### src/rtl/crop_bbox_detect.sv
// Raster bounding-box detector: tracks min/max X/Y of thresholded pixels inside a
// fixed search window and publishes the box once per frame with a done strobe.
module crop_bbox_detect #(
  parameter int H_ACTIVE = 640,
  parameter int V_ACTIVE = 480,
  parameter int DATA_W   = 10,
  parameter int CNT_W    = 16,
  parameter int WIN_X0   = 161,
  parameter int WIN_X1   = 479,
  parameter int WIN_Y0   = 121,
  parameter int WIN_Y1   = 189,
  parameter int THRESH   = 0,
  parameter int MIN_HITS = 1
) (
  input  logic              iCLK,
  input  logic              iRST,
  input  logic              iDVAL,
  input  logic [DATA_W-1:0] iDATA,
  input  logic              iSOF,
  output logic [CNT_W-1:0]  oXSTART,
  output logic [CNT_W-1:0]  oXEND,
  output logic [CNT_W-1:0]  oYSTART,
  output logic [CNT_W-1:0]  oYEND,
  output logic [CNT_W-1:0]  oHITS,
  output logic              oVALID,
  output logic              oDONE
);

  localparam logic [CNT_W-1:0]  X_LAST = CNT_W'(H_ACTIVE - 1);
  localparam logic [CNT_W-1:0]  Y_LAST = CNT_W'(V_ACTIVE - 1);
  localparam logic [CNT_W-1:0]  WX0    = CNT_W'(WIN_X0);
  localparam logic [CNT_W-1:0]  WX1    = CNT_W'(WIN_X1);
  localparam logic [CNT_W-1:0]  WY0    = CNT_W'(WIN_Y0);
  localparam logic [CNT_W-1:0]  WY1    = CNT_W'(WIN_Y1);
  localparam logic [CNT_W-1:0]  MINH   = CNT_W'(MIN_HITS);
  localparam logic [DATA_W-1:0] TH     = DATA_W'(THRESH);

  logic [CNT_W-1:0] r_x, r_y;
  logic [CNT_W-1:0] r_minx, r_maxx, r_miny, r_maxy, r_hits;
  logic [CNT_W-1:0] r_xs, r_xe, r_ys, r_ye, r_hits_o;
  logic             r_valid_o, r_done;

  logic             w_acc, w_hit, w_eof, w_x_last;
  logic [CNT_W-1:0] w_minx_n, w_maxx_n, w_miny_n, w_maxy_n, w_hits_n;
  logic             w_valid_n;

  // iSOF overrides any pixel presented in the same cycle
  assign w_acc    = iDVAL && !iSOF;
  assign w_x_last = (r_x == X_LAST);
  assign w_eof    = w_acc && w_x_last && (r_y == Y_LAST);
  assign w_hit    = w_acc && (r_x >= WX0) && (r_x <= WX1) &&
                    (r_y >= WY0) && (r_y <= WY1) && (iDATA <= TH);

  // Accumulator values including the current pixel, so the frame-end pixel counts
  always_comb begin
    w_minx_n = r_minx;
    w_maxx_n = r_maxx;
    w_miny_n = r_miny;
    w_maxy_n = r_maxy;
    w_hits_n = r_hits;
    if (w_hit) begin
      if (r_x < r_minx) w_minx_n = r_x;
      if (r_x > r_maxx) w_maxx_n = r_x;
      // hits saturates, never wraps to 0, so zero marks "no hit yet this frame"
      if (r_hits == '0) w_miny_n = r_y;
      w_maxy_n = r_y;
      if (r_hits != '1) w_hits_n = r_hits + 1'b1;
    end
  end

  assign w_valid_n = (w_hits_n >= MINH);

  always_ff @(posedge iCLK or negedge iRST) begin
    if (!iRST) begin
      r_x       <= '0;
      r_y       <= '0;
      r_minx    <= '1;
      r_maxx    <= '0;
      r_miny    <= '1;
      r_maxy    <= '0;
      r_hits    <= '0;
      r_xs      <= '0;
      r_xe      <= '0;
      r_ys      <= '0;
      r_ye      <= '0;
      r_hits_o  <= '0;
      r_valid_o <= 1'b0;
      r_done    <= 1'b0;
    end else begin
      r_done <= 1'b0;
      if (iSOF || w_eof) begin
        r_x    <= '0;
        r_y    <= '0;
        r_minx <= '1;
        r_maxx <= '0;
        r_miny <= '1;
        r_maxy <= '0;
        r_hits <= '0;
        if (!iSOF) begin
          r_done    <= 1'b1;
          r_hits_o  <= w_hits_n;
          r_valid_o <= w_valid_n;
          if (w_valid_n) begin
            r_xs <= w_minx_n;
            r_xe <= w_maxx_n;
            r_ys <= w_miny_n;
            r_ye <= w_maxy_n;
          end
        end
      end else if (iDVAL) begin
        r_minx <= w_minx_n;
        r_maxx <= w_maxx_n;
        r_miny <= w_miny_n;
        r_maxy <= w_maxy_n;
        r_hits <= w_hits_n;
        if (w_x_last) begin
          r_x <= '0;
          r_y <= r_y + 1'b1;
        end else begin
          r_x <= r_x + 1'b1;
        end
      end
    end
  end

  assign oXSTART = r_xs;
  assign oXEND   = r_xe;
  assign oYSTART = r_ys;
  assign oYEND   = r_ye;
  assign oHITS   = r_hits_o;
  assign oVALID  = r_valid_o;
  assign oDONE   = r_done;

endmodule

### config.mk
export PLATFORM = sky130hd
export DESIGN_NAME = crop_bbox_detect
export DESIGN_NICKNAME = d
export VERILOG_FILES = /design/src/rtl/crop_bbox_detect.sv
export SDC_FILE = /design/constraint.sdc
export NUM_CORES = 1
export LEC_CHECK = 0
export CORE_UTILIZATION = 45
export CTS_CLUSTER_SIZE = 14
export DETAILED_ROUTE_END_ITERATION = 16
export GPL_TIMING_DRIVEN = 0
export PLACE_DENSITY = 0.65
export SLEW_MARGIN = 20
export SYNTH_ARGS = -nofsm -noshare
export SYNTH_HDL_FRONTEND = slang
export SYNTH_SLANG_ARGS = --single-unit
### constraint.sdc
create_clock -name iCLK -period 3.95 [get_ports iCLK]
set_clock_uncertainty 0.1 [all_clocks]
set_input_delay 0.79 -clock iCLK [delete_from_list [all_inputs] [get_ports iCLK]]
set_output_delay 0.79 -clock iCLK [all_outputs]
set_load 0.005 [all_outputs]
==> results.yml <==
power_and_ir_drop:
  total_power_mw: 3.847
  powerDensity_mw_per_mm2: 329.5
  switching_share_pct: 25.24
  p_leak_nw: 5.300
  peakVddDrop_mv: 0.2014
  power.share.sequential_pct: 51.9
  netSwitchingPower_mw: 0.9710
  combPwrFrac_pct: 3.2
  p_int_mw: 2.876
  p_clk_share_pct: 44.9
worst_setup_path:
  critPathMaxStageDelay_ns: 0.57
  cp-end-kind: "flop"
  crit_required_ns: 4.18
  crit_buf_inv: 2
  path_cells: "or4_4 -> or4b_4 -> or2_4 -> nor4_1 -> o22a_1 -> nor4_2 -> a31oi_2 -> buf_6 -> buf_12 -> mux2_4"
  crit_family: "simple AND/OR/NAND/NOR gates"
  arrival_ns: 4.13
  start_kind: "flop"
  slowest_stage: "or4b_4"
  critPathKind: "reg -> reg"
  crit_fanout: 10
sta:
  tightestPinTransition_ns: 0.6764
  setup_slack_ns: 0.04497
  slew_headroom_pct: 54.91
  maxSlewViolCount: 0
  finalCriticalPeriod_ns: 3.905
  min_period_over_period_pct: 98.86
  setup_tns_ns: 0
  finalHoldViolCount: 0
  rsz0062_at_grt: "yes"
  max_freq_mhz: 256.1
  setup_viol: 0
  holdWs_ns: 0.1179
cells_and_area:
  utilization_pct: 55.54
  design_area_mm2: 0.01167
  nets: 1068
  areaGrowthSynthToFinish_pct: 21.10
  antenna_cells: 0
  final_layout_size_suffix_gt1_share_pct: 15.86
  stdcell_count: 1303
synth:
  synth-main-ff-cell: "dfrtp_1"
  async_flop_share_pct: 100.0
  yosys.area.top_type: "dfrtp_1"
  synth_top_family_by_area: "simple AND/OR/NAND/NOR gates"
  syn_area_per_cell_um2: 10.75
  synthSimpleGateAreaFrac_pct: 17.22
  syn_nets: 950
  ys_top_cells_by_area: "dfrtp_1, dfstp_2, mux2i_1, ha_1, mux2_4"
  yosysUniqueCellTypes: 61
  netlist_area_mm2: 0.009640
  synth_top_area_share_pct: 42.05
  synth_xor_xnor_area_share_pct: 2.998
  yosys-mux-area-fraction_pct: 12.16
  synth-compound-area-share_pct: 6.334
  ys_seq_area_share_pct: 50.77
  ys.warnings.count: 0
  synthAdderAreaFrac_pct: 5.062
  postSynthCellCount: 897
  synth_edf_count: 0
  synth-seq-cells: 194
route:
  drt_wl_total_um: 21750
  first_iter_violations: 440
  ant_nets: 0
  vias: 6805
  drt-wirelength-per-cell_um: 16.69
  first_pass_iters: 12
  drc_errors: 1
  viasPerCell: 5.223
die:
  die_x_um: 148.4
  rows: 53
  num_io_pins: 96
  die_area_mm2: 0.02201
  design.core.area_mm2: 0.02102
  initial_core_util_pct: 45.86
  dieHeight_um: 148.4
global_routing:
  grt_pass1_vias: 6881
  grt_first_pass_wirelength_um: 35880
  track_usage_pct: 20.97
  antenna_found_initial: 0
  overflow: 0
  grt_max_degree: 91
placement:
  dpl_cell_area_mm2: 0.01100
  dp_cells: 1269
  place_ws_ns: -0.6413
  gp_congestion: 0.8888
  detailed_place_hpwl_um: 15500
  io_buffers: 95
clock_network:
  cts_tree: "done"
  clk-insertion-delay-late_ns: 0.44
  htree_levels: 4
  cts-buffers-inserted: 17
  cts-root-buf: "clkbuf_16"
  clkTransAtPathRegs_ns: 0.08
  numClockSinks: 194
  clockBufferDepth: 2
min_path:
  hold_class: "in -> async"
flow_run:
  drv_cap: 0
run_status:
  violations: "DRC"
  outcome: "complete, but fails checks"
-- placed cells by master (no fill, tap or decap), drive strengths merged, types with 2 or more instances in the layout --
master | netlist | layout
ha | 39 | 39
a21oi | 21 | 21
and2 | 9 | 9
a21o | 8 | 8
a211oi | 3 | 3
o21bai | 2 | 2
and3 | 18 | 18
o22ai | 4 | 4
nor4b | 3 | 3
mux2 | 49 | 49
a311oi | 2 | 2
mux2i | 50 | 50
nor2 | 83 | 83
nor4 | 15 | 15
inv | 71 | 80
o21ai | 38 | 38
or4 | 4 | 4
o21a | 5 | 5
clkinv | 0 | 5
nand4 | 19 | 19
nand2 | 64 | 64
or2 | 12 | 12
o211ai | 3 | 3
xor2 | 23 | 23
nor3 | 16 | 16
buf | 13 | 17
nand3 | 29 | 29
and4 | 10 | 10
nor3b | 2 | 2
a31oi | 6 | 6
dfstp | 32 | 32
nor2b | 11 | 11
or3 | 7 | 7
clkbuf | 30 | 48
clkdlybuf4s50 | 0 | 94
nand2b | 12 | 12
xnor2 | 10 | 10
dfrtp | 162 | 162
-- metal layers --
layer  share of wire (%)  GRT usage [%]  vias up
met5                   0              0        -
met4                 1.0          5.515        0
met3                 3.0          3.466       17
met2                  48          34.39      112
met1                  48          28.79     3362
li1                    -              -     3314
-- timing repair --
item / in CTS / in global routing
hold buffers: 0 / 0
buffers inserted: 0 / 2
gates resized for setup: 4 / 17
endpoints found under the setup margin: 84 / 105
pin swaps: 0 / 2
-- cells by family (layout without fill, tap and decap cells) --
kind of cell	Yosys count	count (layout)
DFF	194	194
adders and majority gates	39	39
and+or+nand+nor	319	319
buffers and inverters	114	245
AOI/OAI and AO/OA	99	99
muxes	99	99
xor gates and xnor gates	33	33
-- power by group through the flow --
stage | logic, mW | registers, mW | clock network (mW)
floorplan | 0.0435 | 2.03 | 0
global placement | 0.115 | 2.04 | 0
detailed placement | 0.124 | 2.03 | 0
CTS | 0.124 | 2.00 | 1.76
global route | 0.141 | 2.00 | 1.85
finish | 0.123 | 2.00 | 1.73
-- final timing paths --
path | from | end | slack, ns | cells after the start
setup / recovery | r_x[11] | oXSTART[14] | 0.04 | 10
hold / removal | iRST | oXEND[13] | 0.12 | 1
setup reg to reg | r_x[11] | oXSTART[14] | 0.04 | 10
hold reg to reg | oHITS[2] | oHITS[2] | 0.39 | 2
max in group asynchronous | iRST | r_miny[4] | 2.52 | 3
min in group iCLK | oHITS[2] | oHITS[2] | 0.39 | 2
-- layout make-up --
class | instances | area [µm²]
repair buffers | 99 | 1026
well taps | 275 | 344.1
clock inverters | 15 | 157.7
plain buffers | 43 | 267.8
inverters | 71 | 266.5
clock buffers | 17 | 425.4
flip-flops and latches | 194 | 4895
multi-input cells | 589 | 4293
fillers | 1853 | 9346
-- synthesized netlist by cell type (all sizes together) (13+ instances only) --
library cell,number
a21oi,21
and3,18
buf,13
clkbuf,30
dfrtp,162
dfstp,32
ha,39
inv,71
mux2,49
mux2i,50
nand2,64
nand3,29
nand4,19
nor2,83
nor3,16
nor4,15
o21ai,38
xor2,23
Note: power is estimated with default switching activity, not from simulation.
